--- config.mk ---
export PLATFORM = sky130hd
export DESIGN_NAME = fetch_stage
export DESIGN_NICKNAME = d
export VERILOG_FILES = /design/src/rtl/fetch_stage.sv
export SDC_FILE = /design/constraint.sdc
export NUM_CORES = 1
export LEC_CHECK = 0
export ABC_AREA = 1
export BUFFER_PORTS_ARGS = -buffer_cell sky130_fd_sc_hd__buf_2
export CORE_MARGIN = 2
export CORE_UTILIZATION = 40
export DETAILED_ROUTE_END_ITERATION = 7
export GPL_TIMING_DRIVEN = 0
export PLACE_DENSITY = 0.68
export SYNTH_ARGS = -nofsm -noshare
export SYNTH_HDL_FRONTEND = slang
export SYNTH_SLANG_ARGS = --single-unit
--- constraint.sdc ---
create_clock -name clk -period 5.5 [get_ports clk]
set_input_delay 0.275 -clock clk [delete_from_list [all_inputs] [get_ports clk]]
set_output_delay 0.275 -clock clk [all_outputs]
set_load 0.01 [all_outputs]
--- src/rtl/fetch_stage.sv ---
// Instruction fetch stage: PC register with redirect/stall priority and the
// IF/ID pipeline register, plus a counter of instructions accepted into IF/ID.
module fetch_stage #(
    parameter logic [31:0] RESET_PC  = 32'h0000_0000,
    parameter logic [31:0] NOP_INSTR = 32'h0000_0000
) (
    input  logic        clk,
    input  logic        reset,
    input  logic        stall,
    input  logic        redirect_valid,
    input  logic [31:0] redirect_target,
    output logic [31:0] imem_addr,
    input  logic [31:0] imem_rdata,
    output logic [31:0] pc_out,
    output logic [31:0] instruction_IF,
    output logic [31:0] pc_ID,
    output logic [31:0] pc_plus4_ID,
    output logic [31:0] instruction_ID,
    output logic        valid_ID,
    output logic [31:0] fetch_count
);

    // PC held as a word index so the two byte-offset bits are always zero.
    logic [29:0] r_pc_word;
    logic [29:0] r_pc_id_word;
    logic [31:0] r_instr_id;
    logic        r_valid_id;
    logic [31:0] r_fetch_count;

    logic [31:0] w_pc;
    logic [29:0] w_pc_word_plus1;
    logic        w_unused_target_bits;

    assign w_pc                 = {r_pc_word, 2'b00};
    assign w_pc_word_plus1      = r_pc_word + 30'd1;
    assign w_unused_target_bits = ^redirect_target[1:0];

    always_ff @(posedge clk or posedge reset) begin
        if (reset) begin
            r_pc_word     <= RESET_PC[31:2];
            r_pc_id_word  <= 30'd0;
            r_instr_id    <= NOP_INSTR;
            r_valid_id    <= 1'b0;
            r_fetch_count <= 32'd0;
        end else if (redirect_valid) begin
            // Redirect beats stall: squash the wrong-path word in IF/ID.
            r_pc_word    <= redirect_target[31:2];
            r_pc_id_word <= 30'd0;
            r_instr_id   <= NOP_INSTR;
            r_valid_id   <= 1'b0;
        end else if (!stall) begin
            r_pc_word     <= w_pc_word_plus1;
            r_pc_id_word  <= r_pc_word;
            r_instr_id    <= imem_rdata;
            r_valid_id    <= 1'b1;
            r_fetch_count <= r_fetch_count + 32'd1;
        end
    end

    assign imem_addr      = w_pc;
    assign pc_out         = w_pc;
    assign instruction_IF = imem_rdata;
    assign pc_ID          = {r_pc_id_word, 2'b00};
    // Wraps naturally, so a flushed/reset IF/ID (pc_ID = 0) reads back 4.
    assign pc_plus4_ID    = {r_pc_id_word + 30'd1, 2'b00};
    assign instruction_ID = r_instr_id;
    assign valid_ID       = r_valid_id;
    assign fetch_count    = r_fetch_count;

endmodule

After elaboration in Yosys (flattened, before gate mapping)

Cells that the tools add are included.

$mul: 0
Add/sub/neg operators: 3
Reduce and logical (&&, ||, !) cells: 1
Muxes and demuxes: 8
Eq/ne operators: 1
Shift operators: 0
Bitwise operators: 2
Divide/modulo/power cells: 0
$lt $le $gt $ge: 0

Operator list:

| cell                    | count |
|---|---|
| $mux W30                | 4 |
| $mux W32                | 2 |
| $add A30 B1 Y30 const B | 2 |
| $add A32 B1 Y32 const B | 1 |
| $mux W1                 | 2 |
| $ne A2 B1 Y1 const B    | 1 |
| $not A1 Y1              | 2 |
| $reduce_and A2 Y1       | 1 |

Output and inout port bits: 225
Bits in registers: 125
Bits in writable memories: 0
Bits of input ports: 68
ROM bits: 0
Logic and storage cells: 20
Memories: 0
Bits in latches: 0

Logic depth before layout (Yosys ltp)

Depth in word-level cells: 3
Gate-level depth with buffers: 10
Mapped depth without buffers: 10

Least setup slack after synthesis

Ideal clock, no wire load.

Kind: register -> output
Start: register r_pc_id_word[1]
End: output port pc_plus4_ID[18]
Setup slack: 3644 ps
Data arrival time: 1581 ps
Path buffers: 0
Cell stages (with the launch flop): 8
Required time: 5225 ps
Path through: dfrtp_1 ha_1 nand2_1 nor2_1 inv_1 nor3_1 nand3_1 xor2_1

Longest elaborated chain between the ends: 1

RTL lines:

| what                     | RTL line | RTL |
|---|---|---|
| start: declaration       | 25       | `logic [29:0] r_pc_id_word;` |
| start signal: assignment | 53       | `r_pc_id_word <= r_pc_word;` |
| $add A30 B1 Y30          | 65       | `assign pc_plus4_ID = {r_pc_id_word + 30'd1, 2'b00};` |
| end: declaration         | 17       | `output logic [31:0] pc_plus4_ID,` |

No other way between the ends.

Worst setup path in the final report

Same ends and word-level chain as after synthesis.

==> flow_metrics.env <==
export IMPL_slew_headroom=0.565
export IMPL_vias=7511
export IMPL_numPortBuffers=282
export IMPL_power_density_mw_per_mm2=299
export IMPL_synth_cell_types=36
export IMPL_die_area_mm2=0.0194
export IMPL_syn_area_mm2=0.00733
export IMPL_h_tree_depth=4
export IMPL_hold_viol_final=0
export IMPL_synth_edff_count=0
export IMPL_whs_path_depth=3
export IMPL_drive_gt1_frac=0.335
export IMPL_gp_congestion=0.908
export IMPL_min_to="r_pc_word[16]"
export IMPL_cts_tree="built"
export IMPL_crit_fanout=4
export IMPL_final_area_mm2=0.00980
export IMPL_final_util=0.545
export IMPL_period_share=0.488
export IMPL_fmax_mhz=372
export IMPL_status="finished clean"
export IMPL_grt_pass1_vias=7164
export IMPL_wire_per_inst_um=16.3
export IMPL_yosysSeqAreaShare=0.427
export IMPL_dpl_hpwl_um=18800
export IMPL_clk_latency_ns=0.42
export IMPL_worst_slew_pin_slew_ns=0.647
export IMPL_rsz0062_at_grt="false"
export IMPL_drt_pass1_iterations=7
export IMPL_antenna_found_initial=6
export IMPL_cp_start_kind="flop"
export IMPL_synth_cells=937
export IMPL_setup_violations=0
export IMPL_cp_data_arrival_time_ns=2.41
export IMPL_die_h_um=139
export IMPL_wirelength_um=24300
export IMPL_grt_first_pass_wirelength_um=38400
export IMPL_drc_errors=0
export IMPL_cts_sinks=125
export IMPL_finClkSkew_ns=0.00824
export IMPL_drt_iter0_markers=416
export IMPL_start_util=0.408
export IMPL_slew_violations=0
export IMPL_vias_per_cell=5.03
export IMPL_syn_to_final_growth_pct=33.6
export IMPL_crit_required_ns=5.22
export IMPL_cts_root_buf="clkbuf_16"
export IMPL_p_leak_nw=5.15
export IMPL_io_pins=293
export IMPL_antenna_left=0
export IMPL_dp_slack_ns=3.19
export IMPL_ys_warn_count=0
export IMPL_rrSetupSlack_ns=3.70
export IMPL_ys_async_sr_fraction=1.00
export IMPL_worstReg2RegEnd="r_pc_word[28]"
export IMPL_synth_seq_cells=125
export IMPL_num_rows=49
export IMPL_die_w_um=139
export IMPL_grt_max_degree=95
export IMPL_worst_r2r_startpoint="r_pc_word[1]"
export IMPL_nNetsFinal=1318
export IMPL_fin_tns_setup_ns=0
export IMPL_design_power_total_w=0.00293
export IMPL_synth_ff_type="dfrtp_1"
export IMPL_crit_path_end_kind="output pin"
export IMPL_synth_avg_cell_area_um2=7.83
export IMPL_vdd_drop_max_mv=0.247
export IMPL_placed_area_mm2=0.00909
export IMPL_crit_type="reg2out"
export IMPL_grt_use_total=0.251
export IMPL_rr_worst_depth=8
export IMPL_clockBufferDepth=2
export IMPL_post_cts_buffers=0
export IMPL_clkTransAtPathRegs_ns=0.06
export IMPL_fin_ws_ns=2.81
export IMPL_min_path_type="in2reg"
export IMPL_period_minus_slack_ns=2.69
export IMPL_core_mm2=0.0180
export IMPL_grt_ovfl_total=0
export IMPL_numCtsBuffers=17
export IMPL_cap_violations=0
export IMPL_min_from="redirect_target[18]"
-- metal layers --
metal  GRT usage  wire, um  vias up  part of all wire
met2       0.411     11300      333              0.47
met5           0        34        -            0.0014
met4      0.0952       735        4             0.030
met1       0.320     10200     3529              0.42
li1            -         -     3592                 -
met3      0.0664      2010       53             0.082
-- sequential cells by signal, summed over array words and instances, names as in the netlist --
| register | count |
|---|---|
| r_pc_id_word | 30 |
| fetch_count | 32 |
| instruction_ID | 32 |
| r_pc_word | 30 |
| valid_ID | 1 |
-- cell families after synthesis --
kind of cell / count (synthesis) / share of synthesized area
other: 1 / 0.000511
adders and majority gates: 3 / 0.00512
buffers and inverters: 200 / 0.140
AOI/OAI and AO/OA: 102 / 0.0957
DFF: 125 / 0.427
xor gates and xnor gates: 44 / 0.0526
and+or+nand+nor: 462 / 0.279
-- what timing repair did --
item	4_1_cts	5_1_grt
endpoints found under the hold margin	31	0
resized for setup	0	0
setup endpoints to repair	0	0
hold buffers	1	0
-- placed cells by master (no fill, tap or decap), drive strengths merged, types with 19 or more instances in the layout --
cell type    n
dfrtp      125
a22o        32
nand4       19
clkbuf      32
nor3        26
buf        363
nand3       61
o21ai       33
inv        108
nand2      240
xor2        35
nor2       103
-- worst max-delay path, stage by stage, from the launching register on --
cell and delay [ns]:
dfrtp_1 0.42, ha_1 0.26, nand2_1 0.09, nor2_1 0.15
inv_1 0.11, nor3_1 0.39, nand3_1 0.15, xor2_1 0.24
buf_2 0.17
-- how the worst max path moves through the flow --
stage | start | to | cells past startpoint
6_report | r_pc_id_word[1] | pc_plus4_ID[18] | 8
5_1_grt | r_pc_id_word[1] | pc_plus4_ID[18] | 8
4_1_cts | r_pc_id_word[1] | pc_plus4_ID[18] | 8
3_5_place_dp | r_pc_id_word[1] | pc_plus4_ID[18] | 8
3_3_place_gp | reset | r_pc_id_word[27] | 2
2_1_floorplan | reset | fetch_count[0] | 1
-- through the flow --
stage | hold WS, ns | instances
after global routing | 0.0787 | 1491
final | 0.0897 | 1493
after CTS | 0.0740 | 1489
after floorplan | 0.404 | 944
after global placement | 0.464 | 1455
after detailed placement | 0.287 | 1456
-- synthesized netlist by cell type (5+ instances only) --
cell type	number	share of area
o2111ai_1	8	0.0096
nor2_2	6	0.0051
buf_2	9	0.0061
xor2_1	35	0.042
nor3_1	24	0.016
o21ai_0	33	0.023
nand2_2	5	0.0043
nand3b_1	8	0.0082
xnor2_1	9	0.011
nor2_4	6	0.0092
buf_4	71	0.073
clkbuf_1	13	0.0067
a22o_1	32	0.038
nand4_1	18	0.015
dfrtp_1	125	0.43
nand3_1	60	0.041
nand2_1	235	0.12
o22ai_1	18	0.015
inv_1	104	0.053
nor2_1	90	0.046
-- area by class of cell --
type / count / area, um2
antenna: 4 / 10.0
inverter: 107 / 407
sequential: 125 / 3130
multi-input combinational: 619 / 3200
buffer: 93 / 627
tap: 229 / 287
clock inverter: 13 / 236
clock buffer: 19 / 453
fill: 1766 / 8170
timing repair buffer: 284 / 1450
-- power by group --
part / internal, W / total, W / switching (W)
Combinational: 0.000225 / 0.000522 / 0.000297
Clock: 0.000877 / 0.00131 / 0.000432
Sequential: 0.000994 / 0.00110 / 0.000106
(Power assumes the default switching activity.)
